<file path="src/rtl/alu_ctrl_seq_pkg.sv">
// Shared definitions for the ALU-control sequencer.
// Contents:
//   - 4-bit ALU control codes, including ALU_ILLEGAL (4'b1111)
//   - alu_op class constants
//   - func3 encodings for the B, R/I and M classes
//   - instruction kinds reported by the decoder
//   - sequencer FSM state encoding
package alu_ctrl_seq_pkg;

  localparam logic [3:0] ALU_ADD     = 4'h0;
  localparam logic [3:0] ALU_SUB     = 4'h1;
  localparam logic [3:0] ALU_SLL     = 4'h2;
  localparam logic [3:0] ALU_SLT     = 4'h3;
  localparam logic [3:0] ALU_SLTU    = 4'h4;
  localparam logic [3:0] ALU_XOR     = 4'h5;
  localparam logic [3:0] ALU_SRL     = 4'h6;
  localparam logic [3:0] ALU_SRA     = 4'h7;
  localparam logic [3:0] ALU_OR      = 4'h8;
  localparam logic [3:0] ALU_AND     = 4'h9;
  localparam logic [3:0] ALU_NOTEQ   = 4'hA;
  localparam logic [3:0] ALU_SGE     = 4'hB;
  localparam logic [3:0] ALU_SGEU    = 4'hC;
  localparam logic [3:0] ALU_JUMP    = 4'hD;
  localparam logic [3:0] ALU_MOPA    = 4'hE;
  localparam logic [3:0] ALU_ILLEGAL = 4'hF;

  localparam logic [2:0] OP_ADD  = 3'b000;
  localparam logic [2:0] OP_B    = 3'b001;
  localparam logic [2:0] OP_R    = 3'b010;
  localparam logic [2:0] OP_I    = 3'b011;
  localparam logic [2:0] OP_JUMP = 3'b100;
  localparam logic [2:0] OP_M    = 3'b101;

  localparam logic [2:0] F3_BEQ  = 3'b000;
  localparam logic [2:0] F3_BNE  = 3'b001;
  localparam logic [2:0] F3_BLT  = 3'b100;
  localparam logic [2:0] F3_BGE  = 3'b101;
  localparam logic [2:0] F3_BLTU = 3'b110;
  localparam logic [2:0] F3_BGEU = 3'b111;

  localparam logic [2:0] F3_ADD  = 3'b000;
  localparam logic [2:0] F3_SLL  = 3'b001;
  localparam logic [2:0] F3_SLT  = 3'b010;
  localparam logic [2:0] F3_SLTU = 3'b011;
  localparam logic [2:0] F3_XOR  = 3'b100;
  localparam logic [2:0] F3_SR   = 3'b101;
  localparam logic [2:0] F3_OR   = 3'b110;
  localparam logic [2:0] F3_AND  = 3'b111;

  localparam logic [2:0] F3_M_LD   = 3'b000;
  localparam logic [2:0] F3_M_ST   = 3'b001;
  localparam logic [2:0] F3_M_MVTR = 3'b010;
  localparam logic [2:0] F3_M_MVTM = 3'b011;
  localparam logic [2:0] F3_M_MOPA = 3'b100;

  localparam logic [1:0] KIND_SCALAR = 2'd0;
  localparam logic [1:0] KIND_MROW   = 2'd1;
  localparam logic [1:0] KIND_MOPA   = 2'd2;

  typedef enum logic [1:0] {
    ST_IDLE   = 2'd0,
    ST_SCALAR = 2'd1,
    ST_MROW   = 2'd2,
    ST_MOPA   = 2'd3
  } state_e;

endpackage

</file>
<file path="src/rtl/alu_ctrl_sequencer_decode.sv">
// alu_ctrl_decode: purely combinational instruction-class decoder.
// Ports:
//   alu_op     in  3  instruction class
//   func3_code in  3  inst[14:12]
//   func7_code in  1  inst[30]
//   alu_ctrl   out 4  control code (ALU_ILLEGAL when unrecognised)
//   illegal    out 1  encoding unrecognised
//   kind       out 2  KIND_SCALAR / KIND_MROW / KIND_MOPA (illegal -> scalar)
module alu_ctrl_decode
  import alu_ctrl_seq_pkg::*;
(
  input  logic [2:0] alu_op,
  input  logic [2:0] func3_code,
  input  logic       func7_code,
  output logic [3:0] alu_ctrl,
  output logic       illegal,
  output logic [1:0] kind
);

  always_comb begin
    alu_ctrl = ALU_ILLEGAL;
    kind     = KIND_SCALAR;
    case (alu_op)
      OP_ADD:  alu_ctrl = ALU_ADD;
      OP_JUMP: alu_ctrl = ALU_JUMP;
      OP_B: begin
        case (func3_code)
          F3_BEQ:  alu_ctrl = ALU_SUB;
          F3_BNE:  alu_ctrl = ALU_NOTEQ;
          F3_BLT:  alu_ctrl = ALU_SLT;
          F3_BGE:  alu_ctrl = ALU_SGE;
          F3_BLTU: alu_ctrl = ALU_SLTU;
          F3_BGEU: alu_ctrl = ALU_SGEU;
          default: alu_ctrl = ALU_ILLEGAL;
        endcase
      end
      OP_R: begin
        case ({func3_code, func7_code})
          {F3_ADD,  1'b0}: alu_ctrl = ALU_ADD;
          {F3_ADD,  1'b1}: alu_ctrl = ALU_SUB;
          {F3_SLL,  1'b0}: alu_ctrl = ALU_SLL;
          {F3_SLT,  1'b0}: alu_ctrl = ALU_SLT;
          {F3_SLTU, 1'b0}: alu_ctrl = ALU_SLTU;
          {F3_XOR,  1'b0}: alu_ctrl = ALU_XOR;
          {F3_SR,   1'b0}: alu_ctrl = ALU_SRL;
          {F3_SR,   1'b1}: alu_ctrl = ALU_SRA;
          {F3_OR,   1'b0}: alu_ctrl = ALU_OR;
          {F3_AND,  1'b0}: alu_ctrl = ALU_AND;
          default:         alu_ctrl = ALU_ILLEGAL;
        endcase
      end
      OP_I: begin
        // inst[30] is immediate data except for the shift encodings.
        case (func3_code)
          F3_ADD:  alu_ctrl = ALU_ADD;
          F3_SLL:  alu_ctrl = func7_code ? ALU_ILLEGAL : ALU_SLL;
          F3_SLT:  alu_ctrl = ALU_SLT;
          F3_SLTU: alu_ctrl = ALU_SLTU;
          F3_XOR:  alu_ctrl = ALU_XOR;
          F3_SR:   alu_ctrl = func7_code ? ALU_SRA : ALU_SRL;
          F3_OR:   alu_ctrl = ALU_OR;
          default: alu_ctrl = ALU_AND;
        endcase
      end
      OP_M: begin
        case (func3_code)
          F3_M_LD, F3_M_ST, F3_M_MVTR, F3_M_MVTM: begin
            alu_ctrl = ALU_ADD;
            kind     = KIND_MROW;
          end
          F3_M_MOPA: begin
            alu_ctrl = ALU_MOPA;
            kind     = KIND_MOPA;
          end
          default: alu_ctrl = ALU_ILLEGAL;
        endcase
      end
      default: alu_ctrl = ALU_ILLEGAL;
    endcase
  end

  // No legal encoding maps to ALU_ILLEGAL, so the code itself flags it.
  assign illegal = (alu_ctrl == ALU_ILLEGAL);

endmodule

</file>
<file path="src/rtl/alu_ctrl_sequencer.sv">
// alu_ctrl_sequencer: decodes ID/EX instructions into ALU control codes and
// expands matrix instructions into multi-beat micro-op streams.
// Optional build macro: ALU_CTRL_SEQ_PERF_EN adds perf_busy_cycles (32) and
// perf_mat_insns (16) saturating counters.
// Ports:
//   clk, rstn (async active-low), flush (synchronous abort)
//   in_valid/in_ready, alu_op, func3_code, func7_code : upstream side
//   out_valid/out_ready, alu_ctrl, row_idx, col_idx, sub_beat,
//   out_first, out_last, illegal                      : downstream side
//   fsm_state : current FSM state (state_e encoding) for observation
// Handshake: a transfer happens on a rising edge where valid && ready are both
// high; valid never depends on ready, and a presented beat holds every output
// stable until it transfers. in_ready may depend combinationally on out_ready
// so a new instruction can be taken on the cycle the final beat retires.
module alu_ctrl_sequencer
  import alu_ctrl_seq_pkg::*;
#(
  parameter int MAT_DIM   = 4,
  parameter int CTRL_W    = 4,
  parameter int IDX_W     = (MAT_DIM > 2) ? $clog2(MAT_DIM) : 1,
  parameter int ROW_BURST = 1
) (
  input  logic              clk,
  input  logic              rstn,
  input  logic              flush,
  input  logic              in_valid,
  output logic              in_ready,
  input  logic [2:0]        alu_op,
  input  logic [2:0]        func3_code,
  input  logic              func7_code,
  output logic              out_valid,
  input  logic              out_ready,
  output logic [CTRL_W-1:0] alu_ctrl,
  output logic [IDX_W-1:0]  row_idx,
  output logic [IDX_W-1:0]  col_idx,
  output logic [1:0]        sub_beat,
  output logic              out_first,
  output logic              out_last,
`ifdef ALU_CTRL_SEQ_PERF_EN
  output logic [31:0]       perf_busy_cycles,
  output logic [15:0]       perf_mat_insns,
`endif
  output logic [1:0]        fsm_state,
  output logic              illegal
);

  localparam logic [IDX_W-1:0] LAST_IDX = IDX_W'(MAT_DIM - 1);
  localparam logic [1:0]       LAST_SUB = 2'(ROW_BURST - 1);

  logic [3:0] dec_ctrl;
  logic       dec_illegal;
  logic [1:0] dec_kind;

  alu_ctrl_decode u_decode (
    .alu_op     (alu_op),
    .func3_code (func3_code),
    .func7_code (func7_code),
    .alu_ctrl   (dec_ctrl),
    .illegal    (dec_illegal),
    .kind       (dec_kind)
  );

  state_e             state_q, state_d;
  logic [IDX_W-1:0]   row_q, row_d, col_q, col_d;
  logic [1:0]         sub_q, sub_d;
  logic [CTRL_W-1:0]  ctrl_q;
  logic               illegal_q;
  logic               last_beat, beat_fire, accept;

  always_comb begin
    last_beat = 1'b0;
    case (state_q)
      ST_SCALAR: last_beat = 1'b1;
      ST_MROW:   last_beat = (row_q == LAST_IDX) && (sub_q == LAST_SUB);
      ST_MOPA:   last_beat = (row_q == LAST_IDX) && (col_q == LAST_IDX);
      default:   last_beat = 1'b0;
    endcase
  end

  assign out_valid = (state_q != ST_IDLE);
  assign beat_fire = out_valid && out_ready;
  // Flush wins over acceptance, so refuse the instruction outright.
  assign in_ready  = !flush && ((state_q == ST_IDLE) || (beat_fire && last_beat));
  assign accept    = in_valid && in_ready;

  always_comb begin
    state_d = state_q;
    row_d   = row_q;
    col_d   = col_q;
    sub_d   = sub_q;
    if (flush) begin
      state_d = ST_IDLE;
      row_d   = '0;
      col_d   = '0;
      sub_d   = '0;
    end else begin
      if (beat_fire) begin
        if (last_beat) begin
          state_d = ST_IDLE;
          row_d   = '0;
          col_d   = '0;
          sub_d   = '0;
        end else begin
          case (state_q)
            ST_MROW: begin
              if (sub_q == LAST_SUB) begin
                sub_d = '0;
                row_d = row_q + IDX_W'(1);
              end else begin
                sub_d = sub_q + 2'd1;
              end
            end
            ST_MOPA: begin
              if (col_q == LAST_IDX) begin
                col_d = '0;
                row_d = row_q + IDX_W'(1);
              end else begin
                col_d = col_q + IDX_W'(1);
              end
            end
            default: ;
          endcase
        end
      end
      // Counters are already zero here: acceptance only happens from IDLE
      // or alongside the final beat, both of which leave them cleared.
      if (accept) begin
        case (dec_kind)
          KIND_MROW: state_d = ST_MROW;
          KIND_MOPA: state_d = ST_MOPA;
          default:   state_d = ST_SCALAR;
        endcase
      end
    end
  end

  always_ff @(posedge clk or negedge rstn) begin
    if (!rstn) begin
      state_q   <= ST_IDLE;
      row_q     <= '0;
      col_q     <= '0;
      sub_q     <= '0;
      ctrl_q    <= '1;
      illegal_q <= 1'b0;
    end else begin
      state_q <= state_d;
      row_q   <= row_d;
      col_q   <= col_d;
      sub_q   <= sub_d;
      if (accept && !flush) begin
        ctrl_q    <= dec_illegal ? '1 : CTRL_W'(dec_ctrl);
        illegal_q <= dec_illegal;
      end
    end
  end

  assign alu_ctrl  = ctrl_q;
  assign row_idx   = row_q;
  assign col_idx   = col_q;
  assign sub_beat  = sub_q;
  assign out_first = out_valid && (row_q == '0) && (col_q == '0) && (sub_q == '0);
  assign out_last  = out_valid && last_beat;
  assign illegal   = out_valid && illegal_q;
  assign fsm_state = state_q;

`ifdef ALU_CTRL_SEQ_PERF_EN
  always_ff @(posedge clk or negedge rstn) begin
    if (!rstn) begin
      perf_busy_cycles <= '0;
      perf_mat_insns   <= '0;
    end else begin
      if (out_valid && !out_ready && (perf_busy_cycles != '1))
        perf_busy_cycles <= perf_busy_cycles + 32'd1;
      if (accept && (alu_op == OP_M) && (perf_mat_insns != '1))
        perf_mat_insns <= perf_mat_insns + 16'd1;
    end
  end
`endif

endmodule

</file>
<file path="config.mk">
export PLATFORM = sky130hd
export DESIGN_NAME = alu_ctrl_sequencer
export DESIGN_NICKNAME = d
export VERILOG_FILES = /design/src/rtl/alu_ctrl_seq_pkg.sv /design/src/rtl/alu_ctrl_sequencer_decode.sv /design/src/rtl/alu_ctrl_sequencer.sv
export SDC_FILE = /design/constraint.sdc
export NUM_CORES = 1
export LEC_CHECK = 0
export CELL_PAD_IN_SITES_DETAIL_PLACEMENT = 1
export CELL_PAD_IN_SITES_GLOBAL_PLACEMENT = 2
export CORE_ASPECT_RATIO = 0.9
export CORE_MARGIN = 4
export CORE_UTILIZATION = 31
export CTS_BUF_LIST = sky130_fd_sc_hd__clkbuf_16
export DETAILED_ROUTE_END_ITERATION = 6
export PLACE_DENSITY = 0.84
export SETUP_SLACK_MARGIN = 0.4
export SLEW_MARGIN = 5
export SYNTH_ARGS = -nofsm -noshare
export SYNTH_HDL_FRONTEND = slang
export SYNTH_HIERARCHICAL = 1
export SYNTH_SLANG_ARGS = --single-unit
</file>
<file path="constraint.sdc">
create_clock -name clk -period 4.19 [get_ports clk]
set_clock_uncertainty 0.1 [all_clocks]
set_input_delay 0.838 -clock clk [delete_from_list [all_inputs] [get_ports clk]]
set_output_delay 0.838 -clock clk [all_outputs]
set_load 0.02 [all_outputs]
</file>
-- Word level (Yosys, flattened, before mapping)
Memories as Yosys holds them, arrays and structs flattened.
Index checks and enable logic that the tools add are counted.
- flip-flop bits (word level): 13
- memories: 1
- input bits: 12
- logic and storage cells: 95
- ROM bits: 64
- output and inout bits: 17
- memories (name ; words ; width ; rd ports ; clocked after Yosys merged registers in ; wr ports ; RTL line ; RTL):
    (no name shown) ; 16 ; 4 ; 1 ; 0 ; 0 ; alu_ctrl_sequencer_decode.sv:38 ; case ({func3_code, func7_code})
- reductions and logical operators: 32
- add/subtract/negate cells: 3
- equality and inequality tests: 22
- multiplexer cells: 31
- operator list (cell ; count):
    case mux 4 bit (6 select lines) ; 2
    two-way mux 2 bit ; 20
    case mux 4 bit (7 select lines) ; 1
    equality test 3 bit, second input constant ; 6
    equality test 3 x 2 -> 1 bit, second input constant ; 4
    logical AND 1 bit ; 12
    case mux 2 bit (2 select lines) ; 3
    nonzero test 3 bit ; 4
    equality test 2 bit, second input constant ; 5
    zero test 2 bit ; 4
    two-way mux 4 bit ; 2
    inequality test 4 bit, second input constant ; 2
    case mux 4 bit (2 select lines) ; 1
    adder 2 x 1 -> 2 bit, second input constant ; 3
    equality test 3 x 1 -> 1 bit, second input constant ; 2
    zero test 3 bit ; 2
    AND reduction 2 bit ; 3
    equality test 2 x 1 -> 1 bit, second input constant ; 2
    equality test 4 bit, second input constant ; 1
    AND reduction 4 bit ; 1
    nonzero test 2 bit ; 2
    nonzero test 4 bit ; 1
    OR reduction 4 bit ; 1
    case mux 1 bit (3 select lines) ; 1
    3 further kinds ; 3

-- Longest topological paths before layout
- word-level depth: 9
- depth in mapped cells: 8
- mapped depth without buffers: 7

-- Modules after synthesis
The synthesis kept the hierarchy.
- modules (own cells, without submodules) (module ; instances ; area each (µm²) ; cells an instance ; sequential area each (µm²)):
    alu_ctrl_sequencer ; 1 ; 825.8 ; 82 ; 330.3
    alu_ctrl_decode ; 1 ; 339.1 ; 53 ; 0.0

-- Worst setup path before layout
OpenSTA, ideal clock, no wires.
- path kind: input port to output port
- from: input port out_ready
- to: output port in_ready
- data required time: 3252 ps
- setup slack: 1816 ps
- stages: 3
- data arrival time: 1436 ps
- buffers on the path: 0
- cell sequence: nand2_1 o22ai_2 nor2b_1
- longest elaborated chain between the ends: 4
- ends and longest elaborated chain (element ; RTL line ; RTL):
    start: declaration ; alu_ctrl_sequencer.sv:32 ; input logic out_ready,
    logical AND 1 bit ; alu_ctrl_sequencer.sv:81 ; assign beat_fire = out_valid && out_ready;
    logical AND 1 bit ; alu_ctrl_sequencer.sv:83 ; assign in_ready = !flush && ((state_q == ST_IDLE) || (beat_fire && last_beat));
    logical OR 1 bit ; alu_ctrl_sequencer.sv:83 ;
    logical AND 1 bit ; alu_ctrl_sequencer.sv:83 ;
    end: declaration ; alu_ctrl_sequencer.sv:27 ; output logic in_ready,
Every way passes these cells.

-- Worst setup path after layout
Ends and elaborated chain as after synthesis.

==> metrics.yaml <==
cts.hold.buffers_added: 0
place_area_sq_um: 1450
yosysSeqAreaShare_pct: 28.4
grt_first_pass_wirelength_mm: 5.02
placedCellCount: 201
area_delta_synth_final_pct: 31.1
cp-start-kind: "input port"
clockRootBuffer: "clkbuf_16"
grt_usage_pct: 13.3
initial_core_util_pct: 33.2
finish.utilization_pct: 43.6
fmax_mhz: 286
slew_headroom_pct: 60.3
setup_viol: 0
synth_top_flop_cell: "dfrtp_1"
yosysTopAreaCell: "dfrtp_1"
dr.first_iter.drc_count: 32
gp_congestion: 0.809
hold_class: "reg -> reg"
fill_cells: 421
required_ns: 3.25
ant_nets: 0
final_cells: 205
synth_area_sq_um: 1160
first_pass_iters: 4
cts_tree: "done"
drive_above_1_share_pct: 10.6
clockBufferDepth: 2
design.core.area_sq_um: 3500
hpwl_mm: 2.38
crit_arrival_ns: 2.56
fp.dieW_um: 72.6
path_clk_slew_ns: 0.04
drc: 0
rsz0062_at_grt: "no"
rrSetupSlack_ns: 2.33
synth_nets: 154
crit_start: "out_ready"
synth-edff-count: 0
layout_commonest_cell: "clkdlybuf4s50_1"
post-cts-setup-buffer-count: 0
ir_worst_vdd_v: 0.000253
cts_sinks: 13
dr_total_vias: 1096
ios: 29
numCtsBuffers: 3
overflow: 0
finalHoldViolCount: 0
worstReg2RegEnd: "illegal_q"
setup_tns_ns: 0
crit_type: "in -> out"
regArea_sq_um: 330
final_cell_area_sq_um: 1530
endpoint_kind: "output port"
status: "finished, final reports clean"
yosysUniqueCellTypes: 44
drv_cap: 0
via_per_inst: 5.35
p_leak_nw: 0.650
endpoint: "in_ready"
htreeDepth: 1
ctsResizeCount: 0
synth_seq_cells: 13
synthTopCellsByArea: "dfrtp_1 (19%), dfstp_2 (9.0%), ha_1 (7.5%), nand2_1 (4.5%), nor2_1 (4.5%)"
grt_max_degree: 17
yosys_warnings: 6
multi_input_area_sq_um: 733
grt_pass1_vias: 1046
portBuffers: 28
antennaDiodeCount: 0
r2r-start: "sub_beat[0]"
postSynthCellCount: 135
die_y_um: 66.2
antenna_found_initial: 0
crit_fanout: 5
finalWirelength_mm: 3.02
rows: 20
clock_latency_ns: 0.24
power.density_nw_per_um2: 304
final_net_count: 181
synth_top_area_share_pct: 19.3
final_cell_mix: "clkdlybuf4s50_1 (28), nor2_1 (14), nand2_1 (14)"
final_max_slew_viol_count: 0
wl_per_cell_um: 14.7
tightest_slew_ns: 0.594
final.min_clock_period_ns: 3.50
die_area_sq_um: 4800
synth-async-reset-ratio_pct: 100
ff2ff_path_depth: 6
timing.final.crit_share_pct: 83.5
syn_avg_cell_area_sq_um: 8.63
-- metrics by stage --
| stage | setup WS (ns) | power (W) | hold slack, ns |
|---|---|---|---|
| after global routing | 0.582 | 0.000491 | 0.389 |
| after global placement | 0.777 | 0.000286 | 0.357 |
| final | 0.692 | 0.000464 | 0.374 |
| after detailed placement | 0.682 | 0.000289 | 0.369 |
| after CTS | 0.681 | 0.000474 | 0.379 |
| after floorplan | 1.82 | 0.000232 | 0.371 |
-- worst min path at each step --
| stage | startpoint | end | cells after the start | slack, ns |
|---|---|---|---|---|
| 2_1_floorplan | illegal_q | illegal_q | 1 | 0.37 |
| 3_3_place_gp | alu_ctrl[0] | alu_ctrl[0] | 2 | 0.36 |
| 3_5_place_dp | alu_ctrl[0] | alu_ctrl[0] | 2 | 0.37 |
| 4_1_cts | alu_ctrl[0] | alu_ctrl[0] | 2 | 0.38 |
| 5_1_grt | alu_ctrl[0] | alu_ctrl[0] | 2 | 0.39 |
| 6_report | alu_ctrl[0] | alu_ctrl[0] | 2 | 0.37 |
-- per-layer routing --
metal / vias to the layer above / GRT usage [%] / routed length (um)
met5: - / 0 / 0
met4: 0 / 4.61 / 34
met3: 4 / 3.50 / 150
met2: 21 / 20.2 / 1410
met1: 537 / 18.2 / 1430
li1: 534 / - / -
-- cells in the mapped netlist, drive strengths merged, types with 2 or more instances --
master / n
nand2: 14
nor2: 14
inv: 13
dfrtp: 9
nor2b: 8
ha: 7
nand2b: 7
a21oi: 5
buf: 5
mux2i: 5
dfstp: 4
o21ai: 4
o31ai: 4
a32o: 3
nand3: 3
a211oi: 2
a311o: 2
a31o: 2
mux2: 2
nand3b: 2
nor3: 2
-- sequential cells by signal, summed over array words and instances, names as in the netlist --
signal	count
illegal_q	1
row_idx	2
fsm_state	2
col_idx	2
alu_ctrl	4
sub_beat	2
-- cell families after synthesis --
kind of cell               Yosys count  synth area share, %
DFF                                 13                 28.4
AOI/OAI and AO/OA                   33                 24.1
adders and majority gates            7                 7.52
xor gates and xnor gates             1                0.752
and+or+nand+nor                     55                 24.4
muxes                                7                 6.23
buffers and inverters               19                 8.70
-- power by group --
part	internal, W	switching [W]	total, W	leakage (nW)
combinational	0.0000607	0.0000713	0.000132	0.443
clock	0.000127	0.0000513	0.000178	0.0409
sequential	0.000145	0.00000918	0.000154	0.166
total	0.000332	0.000132	0.000464	0.650
-- cell type report --
cell class	count	share of cell area [%]
sequential	13	21.6
inverter	13	3.19
clock buffer	3	4.91
tap	44	3.60
timing repair buffer	28	18.3
clock inverter	1	0.328
multi-input combinational	103	48.0
-- worst max-delay path, stage by stage --
cell,delay (ns)
clkdlybuf4s50_1,0.60
nand2_1,0.12
o22ai_2,0.21
nor2b_1,0.17
clkdlybuf4s50_1,0.62
No activity file was read; power rests on OpenSTA's default activity.
